`config.mk`:
```
export PLATFORM = sky130hd
export DESIGN_NAME = bcd_key_entry
export DESIGN_NICKNAME = d
export VERILOG_FILES = /design/src/rtl/bcd_key_entry_pkg.sv /design/src/rtl/bcd_operand_reg.sv /design/src/rtl/bcd_key_entry.sv
export SDC_FILE = /design/constraint.sdc
export NUM_CORES = 1
export LEC_CHECK = 0
export ABC_AREA = 1
export BUFFER_PORTS_ARGS = -buffer_cell sky130_fd_sc_hd__buf_2
export CORE_UTILIZATION = 59
export CTS_CLUSTER_DIAMETER = 50
export DETAILED_ROUTE_END_ITERATION = 10
export GPL_ROUTABILITY_DRIVEN = 0
export PLACE_DENSITY = 0.85
export SLEW_MARGIN = 20
export SYNTH_ARGS = -nofsm -noshare
export SYNTH_HDL_FRONTEND = slang
export SYNTH_SLANG_ARGS = --single-unit
```
`constraint.sdc`:
```
create_clock -name i_clk -period 5.75 [get_ports i_clk]
set_clock_uncertainty 0.15 [all_clocks]
set_input_delay 0.575 -clock i_clk [delete_from_list [all_inputs] [get_ports i_clk]]
set_output_delay 0.575 -clock i_clk [all_outputs]
set_load 0.01 [all_outputs]
```
`src/rtl/bcd_key_entry_pkg.sv`:
```
// ---------------------------------------------------------------------------
// calc_pkg
// Shared definitions for the BCD calculator key-entry front end.
//   - Key codes as delivered by the upstream keypad scanner
//   - ALU opcodes driven towards the combinational ALU stage
//   - Entry state machine encoding
//   - keyToOpcode helper mapping an operator key onto its ALU opcode
// ---------------------------------------------------------------------------
package calc_pkg;

    // Key codes: 0-9 are digits; everything from 17 upwards is unused
    localparam int K_DIGIT_MAX = 9;
    localparam int K_ADD       = 10;
    localparam int K_SUB       = 11;
    localparam int K_MUL       = 12;
    localparam int K_DIV       = 13;
    localparam int K_EQUALS    = 14;
    localparam int K_SIGN      = 15;
    localparam int K_CLEAR     = 16;

    // ALU opcodes
    localparam logic [2:0] OP_ADD = 3'b001;
    localparam logic [2:0] OP_SUB = 3'b010;
    localparam logic [2:0] OP_MUL = 3'b011;
    localparam logic [2:0] OP_DIV = 3'b100;

    // Entry state machine
    typedef enum logic [1:0] {
        ENTER_OP1 = 2'd0,
        ENTER_OP2 = 2'd1,
        EXEC      = 2'd2,
        SHOW      = 2'd3
    } state_t;

    // Operator keys 10..13 are distinguished by their low three bits
    // (010, 011, 100, 101), which keeps the mapping independent of KEY_W.
    function automatic logic [2:0] keyToOpcode(input logic [2:0] keyLow);
        logic [2:0] opcode;
        case (keyLow)
            3'b010:  opcode = OP_ADD;
            3'b011:  opcode = OP_SUB;
            3'b100:  opcode = OP_MUL;
            3'b101:  opcode = OP_DIV;
            default: opcode = OP_ADD;
        endcase
        return opcode;
    endfunction

endpackage

```
`src/rtl/bcd_operand_reg.sv`:
```
// ---------------------------------------------------------------------------
// bcd_operand_reg
// One sign-magnitude BCD operand {sign, tens, ones} plus a count of the
// digits typed into it so far.
//
// Ports
//   i_clk        system clock, rising edge
//   i_nrst       asynchronous active-low reset
//   i_clear      synchronous clear of value and count
//   i_load       load i_loadValue / i_loadCount
//   i_loadValue  9-bit value to load
//   i_loadCount  digit count to load alongside the value
//   i_shift      shift i_digit into the ones position
//   i_digit      BCD digit to shift in
//   i_toggle     invert the sign bit
//   o_value      current operand {sign, tens, ones}
//   o_count      number of digits entered (saturates at 2)
//
// Priority when several controls are asserted: clear, load, shift, toggle.
// ---------------------------------------------------------------------------
module bcd_operand_reg (
    input  logic       i_clk,
    input  logic       i_nrst,
    input  logic       i_clear,
    input  logic       i_load,
    input  logic [8:0] i_loadValue,
    input  logic [1:0] i_loadCount,
    input  logic       i_shift,
    input  logic [3:0] i_digit,
    input  logic       i_toggle,
    output logic [8:0] o_value,
    output logic [1:0] o_count
);

    logic [8:0] r_value;
    logic [1:0] r_count;

    // Operand storage. Once two digits are in, further digits are dropped
    // so the operand never silently loses its tens digit. The sign bit is
    // only ever touched by the toggle or a load/clear.
    always_ff @(posedge i_clk or negedge i_nrst) begin
        if (!i_nrst) begin
            r_value <= 9'h000;
            r_count <= 2'd0;
        end else if (i_clear) begin
            r_value <= 9'h000;
            r_count <= 2'd0;
        end else if (i_load) begin
            r_value <= i_loadValue;
            r_count <= i_loadCount;
        end else if (i_shift) begin
            if (r_count < 2'd2) begin
                r_value <= {r_value[8], r_value[3:0], i_digit};
                r_count <= r_count + 2'd1;
            end
        end else if (i_toggle) begin
            r_value[8] <= ~r_value[8];
        end
    end

    assign o_value = r_value;
    assign o_count = r_count;

endmodule

```
`src/rtl/bcd_key_entry.sv`:
```
// ---------------------------------------------------------------------------
// bcd_key_entry
// Operand-entry front end for the BCD calculator. Converts key strobes into
// two sign-magnitude BCD operands and an opcode, fires a one-cycle alu_en
// into the combinational ALU, and captures its result for display and for
// chaining into the next operation.
//
// Ports
//   i_clk        system clock, rising edge
//   i_nrst       asynchronous active-low reset
//   i_key_valid  one-cycle key strobe
//   i_key_code   0-9 digit, 10 add, 11 sub, 12 mul, 13 div, 14 equals,
//                15 sign toggle, 16 clear; other codes ignored
//   o_op1        first operand {sign, tens, ones}
//   o_op2        second operand, same format
//   o_opcode     001 add, 010 sub, 011 mul, 100 div
//   o_alu_en     one-cycle execute strobe to the ALU
//   i_result     ALU result, sampled only while o_alu_en is high
//   o_display    value to show, same 9-bit format
//   o_err        divide-by-zero flag
// ---------------------------------------------------------------------------
module bcd_key_entry
    import calc_pkg::*;
#(
    parameter int KEY_W = 5
) (
    input  logic             i_clk,
    input  logic             i_nrst,
    input  logic             i_key_valid,
    input  logic [KEY_W-1:0] i_key_code,
    output logic [8:0]       o_op1,
    output logic [8:0]       o_op2,
    output logic [2:0]       o_opcode,
    output logic             o_alu_en,
    input  logic [8:0]       i_result,
    output logic [8:0]       o_display,
    output logic             o_err
);

    state_t     r_state;
    logic [2:0] r_opcode;
    logic [8:0] r_res;
    logic       r_err;

    logic [8:0] w_op1;
    logic [8:0] w_op2;
    logic [1:0] w_op1Count;
    logic [1:0] w_op2Count;

    logic       w_isDigit;
    logic       w_isOperator;
    logic       w_isEquals;
    logic       w_isSign;
    logic       w_isClear;
    logic [3:0] w_digit;
    logic [2:0] w_keyOpcode;
    logic       w_div0;

    logic       w_op1Clear;
    logic       w_op1Load;
    logic [8:0] w_op1LoadValue;
    logic [1:0] w_op1LoadCount;
    logic       w_op1Shift;
    logic       w_op1Toggle;
    logic       w_op2Clear;
    logic       w_op2Shift;
    logic       w_op2Toggle;

    // Key classification. Keys arriving during EXEC are dropped outright,
    // so every class is qualified with "not in EXEC" here once.
    always_comb begin
        logic accept;
        accept       = i_key_valid && (r_state != EXEC);
        w_isDigit    = accept && (i_key_code <= KEY_W'(K_DIGIT_MAX));
        w_isOperator = accept && (i_key_code >= KEY_W'(K_ADD)) &&
                       (i_key_code <= KEY_W'(K_DIV));
        w_isEquals   = accept && (i_key_code == KEY_W'(K_EQUALS));
        w_isSign     = accept && (i_key_code == KEY_W'(K_SIGN));
        w_isClear    = accept && (i_key_code == KEY_W'(K_CLEAR));
        w_digit      = i_key_code[3:0];
        w_keyOpcode  = keyToOpcode(i_key_code[2:0]);
    end

    // A divide with a zero magnitude divisor never reaches the ALU.
    assign w_div0 = (r_opcode == OP_DIV) && (w_op2[7:0] == 8'h00);

    // Operand control decode. Loads of op1 from the held result happen on
    // the same edge as the state change so the ALU sees the chained value
    // for the whole EXEC cycle.
    always_comb begin
        w_op1Clear     = 1'b0;
        w_op1Load      = 1'b0;
        w_op1LoadValue = 9'h000;
        w_op1LoadCount = 2'd0;
        w_op1Shift     = 1'b0;
        w_op1Toggle    = 1'b0;
        w_op2Clear     = 1'b0;
        w_op2Shift     = 1'b0;
        w_op2Toggle    = 1'b0;

        if (w_isClear) begin
            w_op1Clear = 1'b1;
            w_op2Clear = 1'b1;
        end else begin
            case (r_state)
                ENTER_OP1: begin
                    w_op1Shift  = w_isDigit;
                    w_op1Toggle = w_isSign;
                    w_op2Clear  = w_isOperator;
                end
                ENTER_OP2: begin
                    w_op2Shift  = w_isDigit;
                    w_op2Toggle = w_isSign;
                end
                SHOW: begin
                    if (w_isOperator || w_isEquals) begin
                        w_op1Load      = 1'b1;
                        w_op1LoadValue = r_res;
                        w_op1LoadCount = 2'd2;
                    end else if (w_isDigit) begin
                        w_op1Load      = 1'b1;
                        w_op1LoadValue = {5'b00000, w_digit};
                        w_op1LoadCount = 2'd1;
                    end
                    w_op2Clear = w_isOperator;
                end
                default: ;
            endcase
        end
    end

    bcd_operand_reg u_op1 (
        .i_clk       (i_clk),
        .i_nrst      (i_nrst),
        .i_clear     (w_op1Clear),
        .i_load      (w_op1Load),
        .i_loadValue (w_op1LoadValue),
        .i_loadCount (w_op1LoadCount),
        .i_shift     (w_op1Shift),
        .i_digit     (w_digit),
        .i_toggle    (w_op1Toggle),
        .o_value     (w_op1),
        .o_count     (w_op1Count)
    );

    bcd_operand_reg u_op2 (
        .i_clk       (i_clk),
        .i_nrst      (i_nrst),
        .i_clear     (w_op2Clear),
        .i_load      (1'b0),
        .i_loadValue (9'h000),
        .i_loadCount (2'd0),
        .i_shift     (w_op2Shift),
        .i_digit     (w_digit),
        .i_toggle    (w_op2Toggle),
        .o_value     (w_op2),
        .o_count     (w_op2Count)
    );

    // Entry state machine with opcode, captured result and error flag.
    // An operator typed before any op2 digit is treated as a correction of
    // the pending opcode; once op2 has digits the operator is ignored.
    always_ff @(posedge i_clk or negedge i_nrst) begin
        if (!i_nrst) begin
            r_state  <= ENTER_OP1;
            r_opcode <= OP_ADD;
            r_res    <= 9'h000;
            r_err    <= 1'b0;
        end else if (w_isClear) begin
            r_state  <= ENTER_OP1;
            r_opcode <= OP_ADD;
            r_res    <= 9'h000;
            r_err    <= 1'b0;
        end else begin
            case (r_state)
                ENTER_OP1: begin
                    if (w_isDigit || w_isOperator) begin
                        r_err <= 1'b0;
                    end
                    if (w_isOperator) begin
                        r_opcode <= w_keyOpcode;
                        r_state  <= ENTER_OP2;
                    end
                end
                ENTER_OP2: begin
                    if (w_isDigit || w_isOperator) begin
                        r_err <= 1'b0;
                    end
                    if (w_isOperator && (w_op2Count == 2'd0)) begin
                        r_opcode <= w_keyOpcode;
                    end
                    if (w_isEquals) begin
                        r_state <= EXEC;
                    end
                end
                EXEC: begin
                    if (w_div0) begin
                        r_res <= 9'h000;
                        r_err <= 1'b1;
                    end else begin
                        r_res <= i_result;
                    end
                    r_state <= SHOW;
                end
                SHOW: begin
                    if (w_isOperator) begin
                        r_err    <= 1'b0;
                        r_opcode <= w_keyOpcode;
                        r_state  <= ENTER_OP2;
                    end else if (w_isDigit) begin
                        r_err   <= 1'b0;
                        r_state <= ENTER_OP1;
                    end else if (w_isSign) begin
                        r_res[8] <= ~r_res[8];
                    end else if (w_isEquals) begin
                        r_state <= EXEC;
                    end
                end
                default: r_state <= ENTER_OP1;
            endcase
        end
    end

    // Decoded straight from the state register so a reset in EXEC drops
    // the strobe immediately.
    assign o_alu_en = (r_state == EXEC) && !w_div0;

    // Display selection: while op2 is still empty keep showing op1.
    always_comb begin
        o_display = w_op1;
        case (r_state)
            ENTER_OP1: o_display = w_op1;
            ENTER_OP2: o_display = (w_op2Count != 2'd0) ? w_op2 : w_op1;
            EXEC:      o_display = w_op2;
            SHOW:      o_display = r_res;
            default:   o_display = w_op1;
        endcase
    end

    assign o_op1    = w_op1;
    assign o_op2    = w_op2;
    assign o_opcode = r_opcode;
    assign o_err    = r_err;

endmodule

```
# Word-level counts from Yosys, hierarchy flattened
# Index checks and enable logic that the tools add are counted.
dict set report word_totals {
  reg_bits 37
  input_bits 17
  word_cells 148
}
dict set report classes {
  addsub 2
  order_cmp 5
  n_eq_ne 23
  muxes 68
  n_bitwise 3
  n_reduce_logical 36
}
# operator n
set ops {}
lappend ops {{$mux W9} 9}
lappend ops {{$mux W8} 5}
lappend ops {{$pmux W9 S4} 1}
lappend ops {{$mux W2} 16}
lappend ops {{$mux W1} 28}
lappend ops {{$ne A3 B3 Y1 const B} 6}
lappend ops {{$reduce_bool A3 Y1} 5}
lappend ops {{$eq A5 B4 Y1 const B} 2}
lappend ops {{$le A5 B4 Y1 const B} 2}
lappend ops {{$logic_and A1 B1 Y1} 10}
lappend ops {{$reduce_and A2 Y1} 5}
lappend ops {{$reduce_bool A2 Y1} 5}
lappend ops {{$eq A3 B3 Y1 const B} 3}
lappend ops {{$mux W3} 3}
lappend ops {{$ne A3 B1 Y1 const B} 3}
lappend ops {{$pmux W3 S3} 1}
lappend ops {{$logic_not A8 Y1} 1}
lappend ops {{$pmux W2 S4} 1}
lappend ops {{$pmux W3 S2} 1}
lappend ops {{$reduce_and A3 Y1} 2}
lappend ops {{$eq A5 B5 Y1 const B} 1}
lappend ops {{$ge A5 B4 Y1 const B} 1}
lappend ops {{$ne A5 B5 Y1 const B} 1}
lappend ops {{$add A2 B1 Y2 const B} 2}
lappend ops {{16 further kinds} 23}

# Logic depth before layout (Yosys ltp)
dict set report depth {
  depth_word 10
  ltp_mapped 12
  ltp_nobuf 12
}

# Hierarchy
# From an unflattened synthesis, not the netlist that was laid out.
dict set report hier_totals {
  hier_cells 376
  area_unflattened_um2 2628.8
}
# mod n_inst cells_per_inst area_per_inst_um2
set modules_own_cells {}
lappend modules_own_cells {bcd_key_entry 1 204 1422.6}
lappend modules_own_cells {bcd_operand_reg 2 86 603.1}

# Worst setup path after synthesis
# OpenSTA, ideal clock, no wires.
dict set report synth_timing {
  kind {register -> output}
  from {reg r_state[1]}
  to {out o_display[0]}
  arrival_time_ns 1.513
  required_time_ns 5.025
  path_slack_ns 3.512
  stages_incl_launch_ff 7
  n_path_buf 0
  path_cell_list {dfrtp_1 inv_1 ha_1 inv_1 o21ai_1 a22oi_1 o22ai_1}
}
dict set report synth_between {
  elab_chain_len 2
}
# item line_no
set synth_rtl {}
lappend synth_rtl {{from (decl)} bcd_key_entry.sv:40} ;# state_t r_state;
lappend synth_rtl {{from (signal assigned)} bcd_key_entry.sv:165} ;# r_state <= ENTER_OP1;
lappend synth_rtl {{from (signal assigned)} bcd_key_entry.sv:170} ;# r_state <= ENTER_OP1;
lappend synth_rtl {{from (signal assigned)} bcd_key_entry.sv:182} ;# r_state <= ENTER_OP2;
lappend synth_rtl {{$eq A2 B2 Y1 (tied with other cells)} bcd_key_entry.sv:231} ;# case (r_state)
lappend synth_rtl {{$pmux W9 S4 *} bcd_key_entry.sv:231}
lappend synth_rtl {{to (decl)} bcd_key_entry.sv:36} ;# output logic [8:0] o_display,
# Mark *: on every way between the ends. The rest lies on a longest branch, timed or not.

# Worst setup path in the final report
dict set report layout_timing {
  from {reg r_state[1]}
  to {out o_display[1]}
}
# Same word-level chain as after synthesis.

==> impl_metrics.csv <==
group,metric,value,unit
flow_run,max_cap_violations,0,
detailed_routing,post_drt_wl_per_cell,14.9,um
setup_path,critical_path.startpoint,"r_state[1]$_DFFE_PN0P_",
sta,finalHoldViolations,0,
logic_synthesis,synthTopCellsByCount,"90 x nand2_1, 36 x dfrtp_1, 36 x inv_1",
grt,grt_pass1_wl,9750,um
layout,fin_util,72.6,%
logic_synthesis,synth_edf_count,0,
grt,grt_antenna_before_repair,0,
layout,finalInstanceArea,0.00270,mm2
logic_synthesis,avgSynthCellArea,7.58,um2
setup_path,worstReg2RegStart,"r_state[0]$_DFFE_PN0P_",
logic_synthesis,synth_fp_nets,330,
logic_synthesis,seq_area_frac_synth,39.7,%
detailed_routing,drt-initial-drc-count,197,
detailed_routing,drcViolationCount,0,
sta,fin_setup_tns,0,ns
clock_tree,clk_pin_slew,0.08,ns
detailed_routing,finalWirelength,6010,um
status,status,"finished clean",
setup_path,end_kind,"primary output",
floorplan,fp.dieH,64.9,um
clock_tree,post-cts-setup-buffers,0,
clock_tree,ctsHtreeMaxLevel,2,
logic_synthesis,yosysMostFrequentCell,"nand2_1",
detailed_routing,dr.pass1.iters,7,
floorplan,core,0.00372,mm2
setup_path,worstSetupPathType,"flip-flop to primary output",
setup_path,path_cells,"inv_1 > ha_1 > inv_1 > o21ai_1 > a22oi_1 > o22ai_1 > buf_2",
power_and_ir_drop,finalPower,1400,uW
logic_synthesis,async_flop_share,100,%
logic_synthesis,yosysWarnings,0,
logic_synthesis,ys_ff_latch,37,
clock_tree,cts_tree,"built",
clock_tree,ctsHoldBuffers,0,
floorplan,rows,22,
sta,post-route-min-period,3.09,ns
setup_path,reg2reg_setup_slack,3.25,ns
layout,nets,377,
min_path,holdCritPathClass,"input pin to async pin",
logic_synthesis,syn_inst,308,
logic_synthesis,synth_cell_types,37,
setup_path,cp-start-kind,"flip-flop",
setup_path,rr_worst_depth,11,
placed_design,dpl-instance-area,0.00258,mm2
clock_tree,cts_max_path_buffers,2,
layout,final.fill_count,311,
detailed_routing,avgViaCountPerCell,5.69,
floorplan,ioPinCount,49,
setup_path,crit_required,5.03,ns
detailed_routing,vias,2297,
setup_path,slowest_stage,"o21ai_1",
floorplan,die_w,64.9,um
clock_tree,clock_latency,0.30,ns
setup_path,cpMostUsedCell,"inv_1",
grt,grt_pass1_vias,2012,
setup_path,cp_max_fo,9,
sta,max_slew_margin,44.1,%
sta,finalSetupViolations,0,
power_and_ir_drop,p_leak,0.00150,uW
clock_tree,numCtsBuffers,5,
sta,slew_violations,0,
power_and_ir_drop,irDropWorstVdd,0.262,mV
sta,max_slew.worst_pin.slew,0.838,ns
clock_tree,root_buffer,"clkbuf_8",
logic_synthesis,synthDominantCellAreaShare,38.6,%
grt,overflow,0,
detailed_routing,ant_nets,0,
grt,grtUsageTotal,31.1,%
placed_design,portBuffers,48,
layout,antenna_cells_inserted,0,
sta,rsz0062_at_grt,"false",
logic_synthesis,netlist_area,0.00234,mm2
grt,grt_max_degree,38,
layout,drive_above_1_share,23.6,%
clock_tree,cts.sinks,37,
floorplan,die_area,0.00422,mm2
placed_design,dp_hpwl,4340,um
setup_path,max_stage_delay,0.63,ns
sta,fin_crit_sh,53.8,%
floorplan,initial_core_util,62.9,%
sta,fmax,0.323,GHz
logic_synthesis,yosysTopAreaCell,"dfrtp_1",
power_and_ir_drop,p_per_area,519,mW/mm2
logic_synthesis,synth_flop_cell,"dfrtp_1",
setup_path,cp.arrival,2.37,ns
clock_tree,post_cts_resize_count,0,
layout,syn2layout_area_growth,15.5,%
logic_synthesis,synth_area_leaders,"dfrtp_1 39%, nand2_1 14%, inv_1 5.8%",
## flip-flops by register name, summed over array words and instances (netlist names)
name,count
r_state,2
o_opcode,3
u_op2.o_count,2
u_op2.o_value,9
o_err,1
r_res,9
u_op1.o_value,9
u_op1.o_count,2
## path summary, 6_finish.rpt
path / to
max: o_display[1]
min in group i_clk: r_res[7]$_DFFE_PN0P_
min reg2reg: o_opcode[0]$_DFFE_PN1P_
min: r_res[4]$_DFFE_PN0P_
max in group asynchronous: u_op2.o_count[1]$_DFFE_PN0P_
max reg2reg: o_opcode[1]$_DFFE_PN0P_
## critical path: cells and delay by family, from the launching register on
kind / cells / cell delay, ns
AO/OA/AOI/OAI: 3 / 0.97
buffers and inverters: 3 / 0.43
flip-flops: 1 / 0.42
adder cells (fa/ha/maj): 1 / 0.26
## cell usage in the layout, fill, tap and decap left out, drive strengths merged
cell and n:
xor2 1, nor2 15, ha 5, nand4 11, o21ai 25, a211oi 4, clkbuf 6, o22ai 9
clkinv 3, nor3b 1, bufinv 1, nand2 98, and2 1, nand3 21, a22oi 4, o211ai 1
clkinvlp 1, xnor2 1, dfrtp 36, inv 42, nor3 4, buf 48, dfstp 1, a21oi 17
## cell type report
cell class / count / area (um2) / share of cell area, %
multi-input cells: 218 / 1170 / 43.3
well taps: 48 / 60.1 / 2.23
flip-flops and latches: 37 / 927 / 34.4
repair buffers: 48 / 240 / 8.90
inverters: 45 / 183 / 6.77
clock buffers: 6 / 82.6 / 3.06
clock inverters: 2 / 37.5 / 1.39
## through the flow
step / instances / hold WS, ns / setup slack [ns]
finish: 404 / 0.222 / 2.66
global route: 404 / 0.308 / 2.50
CTS: 404 / 0.243 / 2.70
detailed placement: 396 / 0.317 / 3.02
global placement: 396 / 0.313 / 3.18
floorplan: 308 / 0.129 / 3.51
## per-layer routing
| layer | global-route usage, % | vias up | wire length, um | part of all wire, % |
|---|---|---|---|---|
| met4 | 12.5 | 0 | 114 | 1.9 |
| met3 | 4.58 | 12 | 441 | 7.3 |
| met2 | 48.0 | 109 | 2870 | 48 |
| li1 | - | 1101 | - | - |
| met5 | 0 | - | 0 | 0 |
| met1 | 43.5 | 1075 | 2580 | 43 |
## where the power goes
group,switching [uW],internal [uW],total (uW)
Clock,102,141,243
Sequential,106,372,478
Combinational,424,255,679
## cells by family after synthesis
kind of cell	Yosys count	share of synthesized area [%]
flip-flops	37	39.7
buffers and inverters	53	10.3
AND/OR/NAND/NOR	151	31.2
adder cells (fa/ha/maj)	5	2.68
XOR/XNOR	2	0.750
AO/OA/AOI/OAI	60	15.4
(Power assumes the default switching activity.)
